File: config.mk
export PLATFORM = sky130hd
export DESIGN_NAME = axi_write_master
export DESIGN_NICKNAME = d
export VERILOG_FILES = /design/src/rtl/axi_pkg.sv /design/src/rtl/axi_skid_buf.sv /design/src/rtl/axi_write_master.sv
export SDC_FILE = /design/constraint.sdc
export NUM_CORES = 1
export LEC_CHECK = 0
export ABC_AREA = 0
export CORE_MARGIN = 1.5
export CORE_UTILIZATION = 33
export CTS_CLUSTER_SIZE = 30
export DETAILED_ROUTE_END_ITERATION = 10
export PLACE_DENSITY = 0.67
export SLEW_MARGIN = 0
export SYNTH_ARGS = -nofsm -noshare
export SYNTH_HDL_FRONTEND = slang
export SYNTH_SLANG_ARGS = --single-unit
File: constraint.sdc
create_clock -name PCLK -period 4 [get_ports PCLK]
set_clock_uncertainty 0.2 [all_clocks]
set_input_delay 0.8 -clock PCLK [delete_from_list [all_inputs] [get_ports PCLK]]
set_output_delay 0.8 -clock PCLK [all_outputs]
set_load 0.05 [all_outputs]
File: src/rtl/axi_pkg.sv
// ---------------------------------------------------------------------------
// axi_pkg
// Shared AXI4 types for the write master and its helpers.
//   resp_e      : BRESP / RRESP encodings
//   burst_e     : AxBURST encodings
//   wm_state_e  : write-master FSM states
//   AXI_MAX_LEN : largest AxLEN value (256-beat burst)
//   is_err_resp : true for a completion that should count as an error
// ---------------------------------------------------------------------------
package axi_pkg;

    typedef enum logic [1:0] {
        OKAY   = 2'b00,
        EXOKAY = 2'b01,
        SLVERR = 2'b10,
        DECERR = 2'b11
    } resp_e;

    typedef enum logic [1:0] {
        FIXED = 2'b00,
        INCR  = 2'b01,
        WRAP  = 2'b10
    } burst_e;

    typedef enum logic [1:0] {
        IDLE,
        ADDR,
        DATA,
        RESP
    } wm_state_e;

    localparam int AXI_MAX_LEN = 255;

    function automatic logic is_err_resp(input logic [1:0] resp, input logic id_err);
        return (resp == SLVERR) || (resp == DECERR) || id_err;
    endfunction

endpackage

File: src/rtl/axi_skid_buf.sv
// ---------------------------------------------------------------------------
// axi_skid_buf
// One-entry register slice with valid/ready on both sides. The held entry
// stays stable while out_valid_o && !out_ready_i, and a new entry may be
// loaded in the same cycle the held one drains.
//   clk_i, rst_i            : clock, asynchronous active-high reset
//   in_valid_i / in_ready_o : upstream handshake, in_data_i payload
//   out_valid_o/out_ready_i : downstream handshake, out_data_o payload
// ---------------------------------------------------------------------------
module axi_skid_buf #(
    parameter int WIDTH = 8
) (
    input  logic             clk_i,
    input  logic             rst_i,
    input  logic             in_valid_i,
    output logic             in_ready_o,
    input  logic [WIDTH-1:0] in_data_i,
    output logic             out_valid_o,
    input  logic             out_ready_i,
    output logic [WIDTH-1:0] out_data_o
);

    logic             valid_q;
    logic [WIDTH-1:0] data_q;

    assign in_ready_o  = out_ready_i || !valid_q;
    assign out_valid_o = valid_q;
    assign out_data_o  = data_q;

    // NOTE: the payload register is reset too so the bus outputs never show
    // X after reset; a reset-free datapath would be legal AXI but noisier.
    always_ff @(posedge clk_i or posedge rst_i) begin
        if (rst_i) begin
            valid_q <= 1'b0;
            data_q  <= '0;
        end else if (in_ready_o) begin
            valid_q <= in_valid_i;
            if (in_valid_i) begin
                data_q <= in_data_i;
            end
        end
    end

endmodule

File: src/rtl/axi_write_master.sv
// ---------------------------------------------------------------------------
// axi_write_master
// AXI4 write-channel master: one outstanding INCR burst. Takes a command
// (addr/len/id) and a write-data stream, drives AW then W, then waits on B.
//   PCLK, PRESET           : clock, asynchronous active-high reset
//   cmd_*                  : command request (valid/ready, addr, len, id)
//   wd_*                   : write-data stream (valid/ready, data, strb)
//   AW*/W*/B*              : AXI4 write address, data and response channels
//   done, done_resp,
//   done_id_err            : one-cycle completion pulse with response info
//   busy                   : FSM not in IDLE
// Optional: define AXI_WRITE_MASTER_ERR_CNT_EN to add err_cnt[7:0], a
// saturating count of completions with SLVERR/DECERR or a BID mismatch.
// ---------------------------------------------------------------------------
module axi_write_master
    import axi_pkg::*;
#(
    parameter int ADDR_W = 32,
    parameter int DATA_W = 32,
    parameter int ID_W   = 4
) (
    input  logic                PCLK,
    input  logic                PRESET,
    input  logic                cmd_valid,
    output logic                cmd_ready,
    input  logic [ADDR_W-1:0]   cmd_addr,
    input  logic [7:0]          cmd_len,
    input  logic [ID_W-1:0]     cmd_id,
    input  logic                wd_valid,
    output logic                wd_ready,
    input  logic [DATA_W-1:0]   wd_data,
    input  logic [DATA_W/8-1:0] wd_strb,
    output logic                AWVALID,
    input  logic                AWREADY,
    output logic [ADDR_W-1:0]   AWADDR,
    output logic [7:0]          AWLEN,
    output logic [2:0]          AWSIZE,
    output logic [1:0]          AWBURST,
    output logic [ID_W-1:0]     AWID,
    output logic                WVALID,
    input  logic                WREADY,
    output logic [DATA_W-1:0]   WDATA,
    output logic [DATA_W/8-1:0] WSTRB,
    output logic                WLAST,
    input  logic                BVALID,
    output logic                BREADY,
    input  logic [1:0]          BRESP,
    input  logic [ID_W-1:0]     BID,
    output logic                done,
    output logic [1:0]          done_resp,
    output logic                done_id_err,
    output logic                busy
`ifdef AXI_WRITE_MASTER_ERR_CNT_EN
    ,
    output logic [7:0]          err_cnt
`endif
);

    localparam int STRB_W = DATA_W / 8;
    localparam int CNT_W  = $clog2(AXI_MAX_LEN + 1);

    wm_state_e         state_q;
    logic [CNT_W-1:0]  cnt_q;         // W handshakes completed in this burst
    logic              cmd_ready_q;
    logic              awvalid_q;
    logic [ADDR_W-1:0] awaddr_q;
    logic [7:0]        awlen_q;
    logic [ID_W-1:0]   awid_q;
    logic              bready_q;
    logic              done_q;
    logic [1:0]        done_resp_q;
    logic              done_id_err_q;
    logic              skid_in_ready;

    assign AWSIZE  = 3'($clog2(STRB_W));
    assign AWBURST = INCR;

    // The beat sitting in the slice is beat number cnt_q, so it is the last
    // one exactly when cnt_q has reached AWLEN.
    assign WLAST = WVALID && (cnt_q == awlen_q);

    // Refill the slice only in DATA and never once the last beat is loaded,
    // so data belonging to the next burst is left in the stream.
    assign wd_ready = (state_q == DATA) && skid_in_ready && !WLAST;

    axi_skid_buf #(
        .WIDTH(DATA_W + STRB_W)
    ) u_w_skid (
        .clk_i      (PCLK),
        .rst_i      (PRESET),
        .in_valid_i (wd_valid && wd_ready),
        .in_ready_o (skid_in_ready),
        .in_data_i  ({wd_data, wd_strb}),
        .out_valid_o(WVALID),
        .out_ready_i(WREADY),
        .out_data_o ({WDATA, WSTRB})
    );

`ifdef AXI_WRITE_MASTER_ERR_CNT_EN
    logic [7:0] err_cnt_q;
    assign err_cnt = err_cnt_q;
`endif

    // NOTE: all state here is sequential, so every assignment is
    // non-blocking; later assignments in the same cycle override earlier ones.
    always_ff @(posedge PCLK or posedge PRESET) begin
        if (PRESET) begin
            state_q       <= IDLE;
            cnt_q         <= '0;
            cmd_ready_q   <= 1'b0;
            awvalid_q     <= 1'b0;
            awaddr_q      <= '0;
            awlen_q       <= '0;
            awid_q        <= '0;
            bready_q      <= 1'b0;
            done_q        <= 1'b0;
            done_resp_q   <= '0;
            done_id_err_q <= 1'b0;
`ifdef AXI_WRITE_MASTER_ERR_CNT_EN
            err_cnt_q     <= '0;
`endif
        end else begin
            done_q <= 1'b0;
            unique case (state_q)
                IDLE: begin
                    cmd_ready_q <= 1'b1;
                    if (cmd_valid && cmd_ready_q) begin
                        awaddr_q    <= cmd_addr;
                        awlen_q     <= cmd_len;
                        awid_q      <= cmd_id;
                        awvalid_q   <= 1'b1;
                        cmd_ready_q <= 1'b0;
                        cnt_q       <= '0;
                        state_q     <= ADDR;
                    end
                end
                ADDR: begin
                    if (AWREADY) begin
                        awvalid_q <= 1'b0;
                        state_q   <= DATA;
                    end
                end
                DATA: begin
                    if (WVALID && WREADY) begin
                        if (WLAST) begin
                            cnt_q    <= '0;
                            bready_q <= 1'b1;
                            state_q  <= RESP;
                        end else begin
                            cnt_q <= cnt_q + CNT_W'(1);
                        end
                    end
                end
                RESP: begin
                    if (BVALID) begin
                        bready_q      <= 1'b0;
                        done_q        <= 1'b1;
                        done_resp_q   <= BRESP;
                        done_id_err_q <= (BID != awid_q);
                        cmd_ready_q   <= 1'b1;
                        state_q       <= IDLE;
`ifdef AXI_WRITE_MASTER_ERR_CNT_EN
                        if (is_err_resp(BRESP, BID != awid_q) && (err_cnt_q != 8'hFF)) begin
                            err_cnt_q <= err_cnt_q + 8'd1;
                        end
`endif
                    end
                end
                default: state_q <= IDLE;
            endcase
        end
    end

    assign cmd_ready   = cmd_ready_q;
    assign AWVALID     = awvalid_q;
    assign AWADDR      = awaddr_q;
    assign AWLEN       = awlen_q;
    assign AWID        = awid_q;
    assign BREADY      = bready_q;
    assign done        = done_q;
    assign done_resp   = done_resp_q;
    assign done_id_err = done_id_err_q;
    assign busy        = (state_q != IDLE);

endmodule
# ---- Yosys cells after proc, flatten, opt, wreduce, memory -nomap -nowiden
# Index checks and enable logic that the tools add are counted.
dict set report word_totals {
  reg_bits 98
  input_bits 93
}
dict set report op_classes {
  n_addsub 1
  n_eq_ne 10
  muxes 22
  n_reduce_logical 23
}
# op n
set ops {}
lappend ops {{$mux W8} 3}
lappend ops {{$pmux W8 S2} 1}
lappend ops {{$mux W2} 5}
lappend ops {{$reduce_bool A2 Y1} 5}
lappend ops {{$mux W1} 9}
lappend ops {{$add A8 B1 Y8 const B} 1}
lappend ops {{$eq A8 B8 Y1} 1}
lappend ops {{$ne A2 B2 Y1 const B} 4}
lappend ops {{$pmux W2 S4} 1}
lappend ops {{$reduce_and A2 Y1} 4}
lappend ops {{$logic_and A1 B1 Y1} 6}
lappend ops {{$pmux W1 S2} 3}
lappend ops {{$reduce_and A3 Y1} 2}
lappend ops {{$reduce_and A5 Y1} 1}
lappend ops {{$eq A2 B2 Y1 const B} 2}
lappend ops {{$ne A4 B4 Y1} 1}
lappend ops {{$reduce_and A4 Y1} 1}
lappend ops {{$eq A2 B1 Y1 const B} 1}
lappend ops {{$logic_not A1 Y1} 2}
lappend ops {{$logic_not A2 Y1} 1}
lappend ops {{$ne A2 B1 Y1 const B} 1}
lappend ops {{$logic_or A1 B1 Y1} 1}

# ---- Logic depth before layout (Yosys ltp)
dict set report depth {
  ltp_word 6
  ltp_mapped 7
}

# ---- Hierarchy
# Synthesis repeated with hierarchy kept, for this count alone.
dict set report unflattened {
  cells_unflattened 290
  hier_area_um2 4249.1
}
# module instances seq_area_each_um2 cells_each area_each_um2
set modules_own_cells {}
lappend modules_own_cells {axi_write_master 1 1526.5 210 2736.4}
lappend modules_own_cells {axi_skid_buf 1 925.9 80 1512.7}

# ---- Least setup slack after synthesis
# Ideal clock, no wire load.
dict set report synth_timing {
  kind {flip-flop to output port}
  startpoint {reg awlen_q[0] (netlist: AWLEN[0])}
  endpoint {out WLAST}
  arrival_ps 2166
  setup_slack_ps 834
  path_buffers 0
  stages_incl_launch_ff 4
  required_ps 3000
  path_cell_list {dfrtp_1 -> xnor2_1 -> nand4_2 -> nor3_1}
}
dict set report synth_between {
  elab_chain_cells 2
}
# element line
set synth_lines {}
lappend synth_lines {{from (decl)} axi_write_master.sv:67} ;# logic [7:0] awlen_q;
lappend synth_lines {{from (signal assigned)} axi_write_master.sv:129} ;# awlen_q <= cmd_len;
lappend synth_lines {{$eq A8 B8 Y1} axi_write_master.sv:80} ;# assign WLAST = WVALID && (cnt_q == awlen_q);
lappend synth_lines {{$logic_and A1 B1 Y1} axi_write_master.sv:80}
lappend synth_lines {{to (decl)} axi_write_master.sv:44} ;# output logic WLAST,
# Every way passes these cells.

# ---- Worst setup path after layout
dict set report layout_timing {
  startpoint {reg cnt_q[0]}
  endpoint {out wd_ready}
}
dict set report layout_between {
  elab_chain_cells 4
}
# element line
set layout_lines {}
lappend layout_lines {{from (decl)} axi_write_master.sv:63} ;# logic [CNT_W-1:0] cnt_q;
lappend layout_lines {{from (signal assigned)} axi_write_master.sv:150} ;# cnt_q <= cnt_q + CNT_W'(1);
lappend layout_lines {{$eq A8 B8 Y1} axi_write_master.sv:80}
lappend layout_lines {{$logic_and A1 B1 Y1} axi_write_master.sv:80}
lappend layout_lines {{$logic_not A1 Y1} axi_write_master.sv:84} ;# assign wd_ready = (state_q == DATA) && skid_in_ready && !WLAST;
lappend layout_lines {{$logic_and A1 B1 Y1} axi_write_master.sv:84}
lappend layout_lines {{to (decl)} axi_write_master.sv:30} ;# output logic wd_ready,
# Every way passes these cells.

==> impl_metrics.csv <==
group,metric,value,unit
run_status,status,"finished, final reports clean",
pwr,ir_drop,0.491,mV
clocking,clk_pin_slew,0.06,ns
floorplanning,core,12600,um^2
timing,whs,0.300,ns
setup_path,worst-r2r-cell-count,6,
drt,drc,0,
drt,route.detailed.wl_per_inst,15.6,um
floorplanning,die_y,116,um
clocking,cts_hold_buf,0,
cells_and_area,fill_cells,1110,
clocking,cts_made_buffers,9,
logic_synthesis,syn_area,4230,um^2
timing,finalHoldViolCount,0,
clocking,clock_latency,0.34,ns
floorplanning,start_util,33.7,%
global_route,antenna_found_initial,0,
drt,vias,2965,
cells_and_area,area_growth,54.4,%
pwr,power_density,984,nW/um^2
place,dpl_cell_area,6240,um^2
pwr,power_leakage,2.78,nW
timing,rsz0062_at_grt,"no",
drt,vias_per_cell,4.56,
floorplanning,design.portCount,189,
logic_synthesis,post-synth-top-count-cell,"dfrtp_1",
place,gp_congestion,0.772,
drt,dr.pass1.iters,4,
logic_synthesis,synthTopCellsByArea,"dfrtp_1 (58%), mux2_2 (14%), mux2_4 (11%)",
floorplanning,row_count,41,
logic_synthesis,async_flop_share,100,%
global_route,grt.overflow.total,0,
timing,max_freq,291,MHz
clocking,htreeDepth,3,
pwr,power,6.42,mW
cells_and_area,finalNonFillerCells,650,
clocking,postCtsSetupBuffers,0,
cells_and_area,fin_area,6530,um^2
setup_path,crit_arrival,2.44,ns
timing,tightest_slew,0.666,ns
floorplanning,die_w,116,um
timing,period_minus_slack,3.44,ns
place,dp_slack,0.696,ns
timing,fin_setup_tns,0,ns
timing,worst_slack,0.563,ns
logic_synthesis,synth_top_area_share,58.0,%
min_path,hold_start,"BREADY$_DFFE_PP0P_",
timing,slew_headroom,55.6,%
cells_and_area,antennaDiodeCount,0,
clocking,clock_path_buffers,2,
clocking,clock-sinks,98,
logic_synthesis,synth_edf_count,0,
timing,fin_crit_sh,85.9,%
global_route,grt_max_degree,55,
drt,drt-initial-drc-count,100,
setup_path,cp-end-kind,"output pin",
clocking,cts-root-buf,"clkbuf_16",
cells_and_area,drive_above_1_share,22.6,%
setup_path,r2r_setup_slack,1.56,ns
clocking,post_cts_resized,0,
min_path,min_path_cells,1,
logic_synthesis,ys.flop_type,"dfrtp_1",
global_route,grt_pass1_vias,2974,
place,io_buffers,183,
global_route,grt_use_total,14.9,%
drt,drt_wl_total,10.1,mm
logic_synthesis,yosys-top-cells-count,"dfrtp_1 (98), mux2_2 (54), mux2_4 (30)",
logic_synthesis,synthDistinctLibCells,35,
logic_synthesis,ys_warn_count,0,
cells_and_area,fin_util,52.0,%
min_path,min_to,"BREADY$_DFFE_PP0P_",
setup_path,crit_fanout,10,
timing,setup_viol,0,
floorplanning,dieArea,13500,um^2
place,placed_cells,634,
global_route,grt_first_pass_wirelength,15.2,mm
logic_synthesis,yosys.area.top_type,"dfrtp_1",
timing,drv_slew,0,
setup_path,timing.rr.start,"state_q[0]$_DFFE_PP0P_",
flow_run,cap_violations,0,
cells_and_area,nNetsFinal,572,
drt,final_antenna_net_count,0,
setup_path,r2r_end,"u_w_skid.out_data_o[11]$_DFFE_PP0P_",
setup_path,critPathLaunchType,"flip-flop",
logic_synthesis,synth.avg_cell_area,14.8,um^2
logic_synthesis,synth_seq_cells,98,
setup_path,required,3.00,ns
min_path,hp-class,"flip-flop to flip-flop",
logic_synthesis,yosysSeqAreaShare,58.0,%
place,place_hpwl,7.47,mm
clocking,cts_tree,"built",
logic_synthesis,synthCells,285,
setup_path,crit_type,"flip-flop to output pin",
layout make-up:
| type | instances | area (um^2) | share of cell area (%) |
|---|---|---|---|
| Clock buffer | 11 | 233 | 3.56 |
| Clock inverter | 5 | 53.8 | 0.824 |
| Inverter | 10 | 40.0 | 0.613 |
| Multi-Input combinational cell | 168 | 1670 | 25.6 |
| Sequential cell | 98 | 2450 | 37.5 |
| Tap cell | 172 | 215 | 3.30 |
| Timing Repair Buffer | 186 | 1870 | 28.6 |
flip-flops by register name, summed over array words and instances (netlist names):
| register | count |
|---|---|
| u_w_skid.out_data_o | 36 |
| AWADDR | 32 |
| AWLEN | 8 |
| cnt_q | 8 |
| AWID | 4 |
| done_resp | 2 |
| state_q | 2 |
| AWVALID | 1 |
| BREADY | 1 |
| cmd_ready | 1 |
| done | 1 |
| done_id_err | 1 |
| u_w_skid.out_valid_o | 1 |
worst max-delay path: stages (launching register included):
cell	delay (ns)
dfrtp_1	0.43
xnor2_1	0.19
nand4_2	0.24
o31ai_4	0.47
nor2_1	0.07
clkdlybuf4s50_1	0.71
layout by cell type (no fill, tap or decap), types with 2 or more instances in the layout:
cell,n
clkbuf_16,9
nand3_2,2
and3_1,5
clkdlybuf4s50_1,183
o21ai_0,11
inv_1,9
clkinv_2,3
nor4_1,2
clkbuf_1,2
nor2_1,4
nand2_1,9
a21boi_0,2
nor2b_1,6
xnor2_1,8
conb_1,5
xor2_1,4
buf_4,2
mux2_4,30
dfrtp_1,98
ha_1,6
a22o_1,5
mux2_2,54
cell families after synthesis:
| group | share of synthesized area, % |
|---|---|
| buffers and inverters | 2.93 |
| and+or+nand+nor | 4.53 |
| other | 0.178 |
| DFF | 58.0 |
| xor gates and xnor gates | 2.48 |
| adders and majority gates | 1.77 |
| muxes | 25.0 |
| AOI/OAI and AO/OA | 5.12 |
how the worst max path moves through the flow:
stage                    startpoint                    end  slack (ns)  cells past startpoint
4_1_cts        cnt_q[0]$_DFFE_PP0P_               wd_ready        0.53                      5
2_1_floorplan                PRESET  AWADDR[0]$_DFFE_PP0P_        0.44                      1
6_report       cnt_q[0]$_DFFE_PP0P_               wd_ready        0.56                      5
3_5_place_dp                 WREADY               wd_ready        0.70                      4
3_3_place_gp                 WREADY               wd_ready        0.71                      4
5_1_grt        cnt_q[0]$_DFFE_PP0P_               wd_ready        0.43                      5
power breakdown:
| part | internal, mW | switching [mW] | leakage, nW |
|---|---|---|---|
| sequential | 1.46 | 0.284 | 1.18 |
| clock | 0.484 | 0.365 | 0.144 |
| combinational | 1.49 | 2.34 | 1.46 |
metal layers:
metal	part of all wire, %	vias up	global-route usage [%]
li1	-	1370	-
met1	42	1446	17.9
met2	48	128	24.2
met3	7.5	21	4.67
met4	2.8	0	7.56
met5	0	-	0
Note: power is estimated with default switching activity, not from simulation.
